<file path="config.mk">
export PLATFORM = sky130hd
export DESIGN_NAME = seg_anim_gen
export DESIGN_NICKNAME = d
export VERILOG_FILES = /design/src/rtl/seg_anim_pkg.sv /design/src/rtl/tick_gen.sv /design/src/rtl/seg_anim_gen.sv
export SDC_FILE = /design/constraint.sdc
export NUM_CORES = 1
export LEC_CHECK = 0
export CAP_MARGIN = 5
export CORE_UTILIZATION = 35
export CTS_BUF_LIST = sky130_fd_sc_hd__clkbuf_2 sky130_fd_sc_hd__clkbuf_4 sky130_fd_sc_hd__clkbuf_8
export DETAILED_ROUTE_END_ITERATION = 7
export GPL_TIMING_DRIVEN = 0
export SETUP_SLACK_MARGIN = 0.02
export SYNTH_ARGS = -nofsm -noshare
export SYNTH_HDL_FRONTEND = slang
export SYNTH_SLANG_ARGS = --single-unit
</file>
<file path="constraint.sdc">
create_clock -name clk -period 9.7 [get_ports clk]
set_clock_uncertainty 0.15 [all_clocks]
set_input_delay 1.455 -clock clk [delete_from_list [all_inputs] [get_ports clk]]
set_output_delay 1.455 -clock clk [all_outputs]
set_load 0.01 [all_outputs]
</file>
<file path="src/rtl/seg_anim_pkg.sv">
// Shared constants and helpers for the 7-segment animation generator.
// Segment bits are active-high here; output polarity is applied in the top.
package seg_anim_pkg;

  localparam logic [7:0] SEG_A     = 8'h01;
  localparam logic [7:0] SEG_B     = 8'h02;
  localparam logic [7:0] SEG_C     = 8'h04;
  localparam logic [7:0] SEG_D     = 8'h08;
  localparam logic [7:0] SEG_E     = 8'h10;
  localparam logic [7:0] SEG_F     = 8'h20;
  localparam logic [7:0] SEG_G     = 8'h40;
  localparam logic [7:0] SEG_DP    = 8'h80;
  localparam logic [7:0] SEG_BLANK = 8'h00;
  localparam logic [7:0] SEG_ALL7  = SEG_A | SEG_B | SEG_C | SEG_D | SEG_E | SEG_F | SEG_G;

  typedef enum logic [1:0] {
    MODE_HEART = 2'd0,
    MODE_CHASE = 2'd1,
    MODE_BLINK = 2'd2,
    MODE_BLANK = 2'd3
  } mode_e;

  // Number of frames in one full cycle of each animation.
  function automatic int frame_count(input mode_e m, input int digits);
    int n;
    case (m)
      MODE_HEART: n = digits;
      MODE_CHASE: n = 2 * digits + 4;
      MODE_BLINK: n = 2;
      default:    n = 1;
    endcase
    return n;
  endfunction

endpackage

</file>
<file path="src/rtl/tick_gen.sv">
// Frame prescaler: raises tick for one cycle every TICKS enabled clocks.
// When en drops on the terminal count the counter parks there, so the tick
// fires in the first cycle en comes back.
module tick_gen #(
  parameter int TICKS = 6_000_000
) (
  input  logic clk,
  input  logic rst_n,
  input  logic en,
  output logic tick
);

  localparam int            CW   = (TICKS > 1) ? $clog2(TICKS) : 1;
  localparam logic [CW-1:0] LAST = CW'(TICKS - 1);

  logic [CW-1:0] cnt;

  assign tick = en && (cnt == LAST);

  // Count enabled clocks, wrapping to zero after the terminal count.
  always_ff @(posedge clk or negedge rst_n) begin
    if (!rst_n) begin
      cnt <= '0;
    end else if (en) begin
      if (cnt == LAST) cnt <= '0;
      else             cnt <= cnt + CW'(1);
    end
  end

endmodule

</file>
<file path="src/rtl/seg_anim_gen.sv">
// Per-display 7-segment animation source feeding LED_mux.
// Selects heartbeat, chase, blink or blank at frame boundaries and drives
// registered segment codes plus frame/cycle status pulses.
module seg_anim_gen
  import seg_anim_pkg::*;
#(
  parameter int DIGITS     = 6,
  parameter int TICKS      = 6_000_000,
  parameter bit ACTIVE_LOW = 1'b1
) (
  input  logic                clk,
  input  logic                rst_n,
  input  logic                en,
  input  logic [1:0]          mode,
  output logic [8*DIGITS-1:0] seg_out,
  output logic                frame_tick,
  output logic                cycle_done
);

  localparam int H  = DIGITS / 2;
  localparam int FW = $clog2(2 * DIGITS + 4);
  localparam int SW = 8 * DIGITS;

  // Turn (animation, frame) into the full segment vector at output polarity.
  function automatic logic [SW-1:0] decode(input mode_e m, input logic [FW-1:0] f);
    logic [SW-1:0] pat;
    int            fi;
    int            k;
    pat = '0;
    fi  = int'(f);
    k   = 0;
    case (m)
      MODE_HEART: begin
        if (fi < 2 * H) begin
          k = (fi < H) ? fi : (2 * H - 1 - fi);
          pat[8*(H+k)   +: 8] = SEG_E | SEG_F;
          pat[8*(H-1-k) +: 8] = SEG_B | SEG_C;
        end
      end
      MODE_CHASE: begin
        if (fi < DIGITS)                 pat[8*(DIGITS-1-fi) +: 8] = SEG_A;
        else if (fi == DIGITS)           pat[7:0]                  = SEG_B;
        else if (fi == DIGITS + 1)       pat[7:0]                  = SEG_C;
        else if (fi < 2 * DIGITS + 2)    pat[8*(fi-DIGITS-2) +: 8] = SEG_D;
        else if (fi == 2 * DIGITS + 2)   pat[SW-1 -: 8]            = SEG_E;
        else if (fi == 2 * DIGITS + 3)   pat[SW-1 -: 8]            = SEG_F;
      end
      MODE_BLINK: begin
        if (fi == 0) pat = {DIGITS{SEG_ALL7}};
      end
      default: pat = '0;
    endcase
    return ACTIVE_LOW ? ~pat : pat;
  endfunction

  logic            tick;
  mode_e           mode_q;
  mode_e           mode_d;
  logic [FW-1:0]   frame_q;
  logic [FW-1:0]   frame_d;
  logic [FW-1:0]   last_frame;
  logic            wrap;
  logic [SW-1:0]   pattern;

  tick_gen #(
    .TICKS (TICKS)
  ) u_tick_gen (
    .clk   (clk),
    .rst_n (rst_n),
    .en    (en),
    .tick  (tick)
  );

  // Active animation and frame index.
  always_ff @(posedge clk or negedge rst_n) begin
    if (!rst_n) begin
      mode_q  <= MODE_HEART;
      frame_q <= '0;
    end else begin
      mode_q  <= mode_d;
      frame_q <= frame_d;
    end
  end

  // On tick either adopt a new animation from frame 0 or step the frame;
  // a single-frame animation never reports a wrap since nothing cycles.
  always_comb begin
    mode_d     = mode_q;
    frame_d    = frame_q;
    wrap       = 1'b0;
    last_frame = FW'(frame_count(mode_q, DIGITS) - 1);
    if (tick) begin
      if (mode_e'(mode) != mode_q) begin
        mode_d  = mode_e'(mode);
        frame_d = '0;
      end else if (frame_q == last_frame) begin
        frame_d = '0;
        wrap    = (last_frame != '0);
      end else begin
        frame_d = frame_q + FW'(1);
      end
    end
  end

  // Decode the upcoming frame so the registered output lands with the frame.
  always_comb begin
    pattern = decode(mode_d, frame_d);
  end

  // Register all outputs so they never depend combinationally on inputs.
  always_ff @(posedge clk or negedge rst_n) begin
    if (!rst_n) begin
      seg_out    <= decode(MODE_HEART, '0);
      frame_tick <= 1'b0;
      cycle_done <= 1'b0;
    end else begin
      seg_out    <= pattern;
      frame_tick <= tick;
      cycle_done <= wrap;
    end
  end

endmodule

</file>
After elaboration in Yosys (flattened, before gate mapping)
Cells that the tools add are included.
- output and inout bits: 50
- logic and storage cells: 73
- register bits: 79
- equality and inequality tests: 11
- bitwise logic cells: 4
- shift-type cells: 8
- muxes and demuxes: 24
- magnitude comparators: 3
- reductions and logical operators: 5
- add/subtract/negate cells: 12
- operators by type and width (kind ; count):
    variable shift 8 x 33 -> 48 bit, first input constant ; 4
    variable part select 8 x 33 -> 48 bit, first input constant ; 4
    bitwise AND 48 bit ; 3
    case mux 48 bit (3 select lines) ; 1
    2-to-1 mux 40 bit ; 3
    2-to-1 mux 48 bit ; 2
    negation 32 -> 33 bit ; 2
    bitwise mux 48 bit ; 1
    inverter 48 bit ; 1
    2-to-1 mux 47 bit ; 1
    negation 8 -> 33 bit ; 1
    negation 9 -> 33 bit ; 1
    2-to-1 mux 8 bit ; 4
    adder 3 x 29 -> 29 bit, first input constant ; 1
    2-to-1 mux 29 bit ; 1
    subtractor 3 x 29 -> 29 bit, first input constant ; 1
    adder 23 x 1 -> 23 bit, second input constant ; 1
    == test 23 bit, second input constant ; 1
    2-to-1 mux 23 bit ; 1
    2-to-1 mux 4 bit ; 3
    case mux 3 bit (3 select lines) ; 1
    == test 4 bit, second input constant ; 2
    2-to-1 mux 6 bit ; 1
    subtractor 5 x 3 -> 6 bit, second input constant ; 1
    19 further kinds ; 25

Depth between registers and ports, before layout
Gate-level depths: netlist of the first run.
- word-level depth: 18
- mapped depth: 27
- gate-level depth less buffers: 26

Cells and area by module
A second synthesis of the first run with hierarchy kept.
- cells, all modules: 670
- area total of the unflattened synthesis: 5587.9 µm²
- modules (own cells, without submodules) (module ; instances ; cells an instance ; area each (µm²)):
    seg_anim_gen ; 1 ; 548 ; 4377.9
    tick_gen ; 1 ; 122 ; 1209.9

Worst setup path before layout of the first run
Ideal clock, no wire load.
- path kind: input to register
- from: input port en
- to: register seg_out[29]
- cell stages on the path: 21
- path slack: 1.401 ns
- arrival: 8.011 ns
- buffers on the path: 2
- cells stage by stage: clkbuf_1 > nand3_1 > a21oi_1 > clkinv_1 > ha_1 > a211oi_4 > xnor2_2 > clkinv_1 > ha_1 > nand3b_1 > nand2b_1 > ha_1 > clkbuf_1 > nand4_1 > or4b_2 > a211o_1 > nor4_1 > o22ai_1 > or4_1 > a221oi_4 > a21oi_1
- longest elaborated chain between the ends: 13
- elaborated cells on any way between the ends: 42
- those cells by class: add/sub: 9; order compare: 3; eq/ne: 4; shift: 8; mux: 11; bitwise: 4; reduce/logical: 3
- RTL lines (element ; line ; source):
    start: declaration ; seg_anim_gen.sv:13 ; input logic en,
    logical AND 1 bit (*) ; tick_gen.sv:18 ; assign tick = en && (cnt == LAST);
    2-to-1 mux 4 bit (*) ; seg_anim_gen.sv:92 ; if (tick) begin
    net frame_d[1] ; seg_anim_gen.sv:60 ; logic [FW-1:0] frame_d;
    parallel branches: the longest is 9 deep, another holds negation 32 -> 33 bit ; - ;
    case mux 48 bit (3 select lines) (*) ; seg_anim_gen.sv:32 ; case (m)
    inverter 48 bit (*) ; seg_anim_gen.sv:53 ; return ACTIVE_LOW ? ~pat : pat;
    end signal: assignment ; seg_anim_gen.sv:113 ; seg_out <= decode(MODE_HEART, '0);
    end signal: assignment ; seg_anim_gen.sv:117 ; seg_out <= pattern;
    end: declaration ; seg_anim_gen.sv:15 ; output logic [8*DIGITS-1:0] seg_out,
Mark *: on every way through the listed nets, which the timed path passes.
A chain may end at the register's enable or synchronous reset.

Worst setup path after layout of the first run
- from: input port en
- to: register seg_out[45]
- longest elaborated chain between the ends: 13
- elaborated cells on any way between the ends: 46
- those cells by class: add/sub: 9; order compare: 3; eq/ne: 6; shift: 8; mux: 13; bitwise: 4; reduce/logical: 3
- RTL lines (element ; line ; source):
    logical AND 1 bit (*) ; tick_gen.sv:18 ;
    2-to-1 mux 4 bit (*) ; seg_anim_gen.sv:92 ;
    net frame_d[1] ; seg_anim_gen.sv:60 ;
    parallel branches: the longest is 9 deep, another holds negation 32 -> 33 bit ; - ;
    case mux 48 bit (3 select lines) (*) ; seg_anim_gen.sv:32 ;
    inverter 48 bit (*) ; seg_anim_gen.sv:53 ;
    net pattern[45] ; seg_anim_gen.sv:63 ; logic [SW-1:0] pattern;
Marked as above.

==> impl_metrics.json, run 1 <==
{
  "outcome": "finished with violations",
  "failed_checks": "DRC",
  "dr_wl_met2_mm": 7.234,
  "drtPass1Iterations": 8,
  "worstSkewPairLatency_ns": 0.35,
  "diodes": 0,
  "synth_area_leader_cell": "dfrtp_1",
  "via_count_of_the_first_global_routing_pass": 4827,
  "wl_per_cell_um": 16.36,
  "finalWorstSetupSlack_ns": 0.4896,
  "count_of_flip_flops_with_a_built_in_enable_after_synthesis": 0,
  "max_cap_viol_count": 0,
  "cts_tree": "yes",
  "fmax_mhz": 108.6,
  "worstPathMaxFanout": 14,
  "syn-mean-instance-area_um2": 8.253,
  "yosys_register_bits": 58,
  "crit_path_max_incr_delay_ns": 0.77,
  "core_area_um2": 14640,
  "routed_wl_mm": 14.61,
  "worstPathCellList": "clkdlybuf4s50_1, clkbuf_1, nand3_2, a21oi_4, clkinv_2, ha_1, a211oi_4, xnor2_2, clkinvlp_4, ha_1, nand3b_1, nand2b_1, ha_1, clkbuf_1, nand4_1, or4b_2, a211o_1, nor4_1, o22ai_1, or4_1, a221oi_4, a211oi_1",
  "critPathLaunchType": "input pin",
  "buffer_ports.inserted": 48,
  "yosys_warnings": 0,
  "grt_util_all_layers": 0.1886,
  "route.antenna.remaining_nets": 0,
  "timing.critical_path.max_delay_family": "simple AND/OR/NAND/NOR gates",
  "numCtsBuffers": 9,
  "drtIter0Drc": 385,
  "synthMuxAreaShare": 0.01352,
  "vdd_ir_drop_max_v": 0.00004342,
  "worstPathArrival_ns": 9.29,
  "timing.critical_path.to_type": "flip-flop",
  "met3RoutedLength_um": 607,
  "num_rows": 44,
  "final-hold-violation-count": 0,
  "dominant_combinational_cell_family_by_area_after_synthesis": "simple AND/OR/NAND/NOR gates",
  "clkTransAtPathRegs_ns": 0.07,
  "worst-endpoint-required_ns": 9.78,
  "via_count": 5148,
  "initial_standard_cell_utilization_of_the_core": 0.3601,
  "class_of_the_most_critical_hold_timing_path": "reg2reg",
  "synth_cells": 639,
  "synth_compound_area_frac": 0.1839,
  "p_per_area_nw_per_um2": 87.01,
  "final_util": 0.4281,
  "route.detailed.vias_per_inst": 5.765,
  "synthAdderAreaFrac": 0.09015,
  "postSynth.asyncResetShare": 1.000,
  "timing.final.max_slew_violations": 0,
  "cts_sinks": 58,
  "final_common_cell": "nor2_1",
  "ys_types": 79,
  "synthesis.area_um2": 5274,
  "area_delta_synth_final_pct": 18.86,
  "yosysSeqAreaShare": 0.2811,
  "p_leak_nw": 2.596,
  "ctsLongestPathBuffers": 2,
  "mostFrequentLayoutCells": "60 x nor2_1, 54 x nand2_1, 47 x clkdlybuf4s50_1",
  "place.gp.congestion": 0.9187,
  "hold_slack_ns": 0.3268,
  "maximum_number_of_pins_on_one_net_before_global_route_repair": 39,
  "htree_levels": 3,
  "crit_slowest_cell": "or4b_2",
  "finalSetupViolCount": 0,
  "die_x_um": 124.8,
  "max_slew_margin": 0.3775,
  "clockRootBuffer": "clkbuf_8",
  "floorplan.die_area_um2": 15560,
  "crit_top_cell": "ha_1",
  "global_route_wire_length_before_repair_mm": 23.80,
  "die_height_um": 124.8,
  "yosys_most_used_dff": "dfrtp_1",
  "tightestPinTransition_ns": 0.9261,
  "rsz0062_at_grt": "no",
  "synth-xor-area-share": 0.05789,
  "wl_met1_mm": 6.439,
  "uppermost_routed_layer": "met4",
  "final.period_utilization": 0.9495,
  "route.detailed.drc": 11,
  "top_area_cells_in_the_synthesized_netlist": "dfrtp_1 16%, dfstp_2 12%, ha_1 9.0%",
  "synthDominantCellAreaShare": 0.1566,
  "period_needed_ns": 9.210,
  "post_layout_net_count": 747,
  "design.portCount": 55,
  "worstPathBufferInverterCount": 5,
  "start_to_end_type_of_the_worst_setup_path": "in2reg",
  "synth_simple_gate_area_share": 0.3023,
  "grt_antenna_before_repair": 0,
  "dp_hpwl_mm": 11.22,
  "drive_gt1_frac": 0.1396,
  "post-place-ws_ns": -0.9684,
  "cts_hold_buf": 0,
  "globalRoute.totalOverflow": 0
}
[worst reg2reg max path, stage by stage (launching register included)]
cell and delay, ns:
dfrtp_1 0.41, nor4b_1 0.63, nand4_1 0.27, nor2_1 0.54
and3_1 0.36, a21oi_4 0.11, clkinv_2 0.24, ha_1 0.34
a211oi_4 0.10, xnor2_2 0.48, clkinvlp_4 0.39, ha_1 0.34
nand3b_1 0.21, nand2b_1 0.19, ha_1 0.28, clkbuf_1 0.31
nand4_1 0.38, or4b_2 0.77, a211o_1 0.38, nor4_1 0.27
o22ai_1 0.11, or4_1 0.58, a221oi_4 0.40, a211oi_1 0.14
[per-layer routing]
layer  global-route usage  vias up
li1                     -     2477
met1               0.2339     2500
met2               0.3265      143
met3              0.03007       28
met4              0.07262        0
met5                    0        -
[final timing paths]
path | start | end | slack, ns | cells past startpoint
min in group asynchronous | rst_n | u_tick_gen.cnt[12] | 0.90 | 1
worst max-delay path | en | seg_out[45] | 0.49 | 22
worst min register to register | u_tick_gen.cnt[6] | u_tick_gen.cnt[6] | 0.33 | 1
worst max register to register | u_tick_gen.cnt[13] | seg_out[45] | 1.18 | 23
max in group asynchronous | rst_n | seg_out[5] | 7.87 | 2
worst min-delay path | u_tick_gen.cnt[6] | u_tick_gen.cnt[6] | 0.33 | 1
[final cells by class]
class,instances,area [um^2]
clock buffers,12,146.4
clock inverters,4,76.32
well taps,184,230.2
fillers,1421,8376
multi-input cells,512,3461
plain buffers,48,274.0
inverters,26,102.6
flip-flops and latches,58,1483
repair buffers,49,495.5
[state kept, by name, summed over array words and instances, names as in the netlist]
register        cells
seg_out            27
u_tick_gen.cnt     23
frame_q             4
mode_q              2
cycle_done          1
frame_tick          1
[cells in the mapped netlist (4+ instances only)]
master,number
clkbuf_1,18
dfstp_2,25
nand4_1,22
o21ai_1,4
o2111ai_1,6
a21oi_1,31
nor3b_1,4
nor4_1,12
xor2_1,16
a211oi_1,6
or4_1,5
dfrtp_1,33
and2_1,10
nand2b_1,7
nor4b_1,5
o211ai_1,6
ha_1,38
nor2b_1,7
and3_1,12
nand3_1,30
inv_1,23
buf_2,6
nor2_1,60
o21ai_0,21
a31oi_1,12
xnor2_1,17
a211o_1,5
nand2_1,54
or3_1,14
buf_4,21
mux2i_1,6
nor3_1,23
[logic make-up (layout without fill, tap and decap cells)]
family,Yosys count,after routing
adders and majority gates,38,38
DFF,58,58
buffers and inverters,74,139
AOI/OAI and AO/OA,133,133
muxes,7,7
other,1,6
xor gates and xnor gates,34,34
and+or+nand+nor,294,294
[per-stage QoR]
stage / TNS, ns / std cells / instance area, um^2 / power [mW]
after CTS: 0 / 893 / 6252 / 0.5528
final: 0 / 893 / 6269 / 0.5454
after global placement: -5.727 / 876 / 6003 / 0.2934
after global routing: 0 / 893 / 6269 / 0.5699
after floorplan: 0 / 644 / 5293 / 0.2828
after detailed placement: -6.503 / 877 / 6025 / 0.2958
[power by group]
part / internal (mW) / switching (mW)
logic: 0.0131 / 0.0164
clock network: 0.154 / 0.0999
registers: 0.252 / 0.0103
total: 0.419 / 0.127
[what timing repair did]
item,in CTS,in global routing
buffers inserted,0,0
gates cloned,0,0
hold endpoints to repair,0,0
resized for setup,2,3
endpoints found under the setup margin,7,7
No activity file was read; power rests on OpenSTA's default activity.
==> inputs of run 2 (changes only) <==
--- a/config.mk
+++ b/config.mk
@@ -8,6 +8,7 @@
 export CAP_MARGIN = 5
 export CORE_UTILIZATION = 35
 export CTS_BUF_LIST = sky130_fd_sc_hd__clkbuf_2 sky130_fd_sc_hd__clkbuf_4 sky130_fd_sc_hd__clkbuf_8
+export CTS_CLUSTER_SIZE = 12
 export DETAILED_ROUTE_END_ITERATION = 7
 export GPL_TIMING_DRIVEN = 0
 export SETUP_SLACK_MARGIN = 0.02
==> results of run 2 <==
The final DEF is identical to that of run 1; final timing and power are the same.
==> inputs of run 3 (changes only) <==
--- a/config.mk
+++ b/config.mk
@@ -5,6 +5,7 @@
 export SDC_FILE = /design/constraint.sdc
 export NUM_CORES = 1
 export LEC_CHECK = 0
+export ABC_CLOCK_PERIOD_IN_PS = 9700
 export CAP_MARGIN = 5
 export CORE_UTILIZATION = 35
 export CTS_BUF_LIST = sky130_fd_sc_hd__clkbuf_2 sky130_fd_sc_hd__clkbuf_4 sky130_fd_sc_hd__clkbuf_8
==> constraint.sdc (replaced) <==
create_clock -name clk -period 9.7 [get_ports clk]
set_clock_uncertainty 0.15 [all_clocks]
set_input_delay 1.455 -clock clk [delete_from_list [all_inputs] [get_ports clk]]
set_output_delay 1.455 -clock clk [all_outputs]
set_load 0.005 [all_outputs]
==> results of run 3 <==
Same layout as run 1 (identical final DEF). Status: finished with violations: DRC.
Main changes from that run: total power 0.5454 mW -> 0.5449 mW
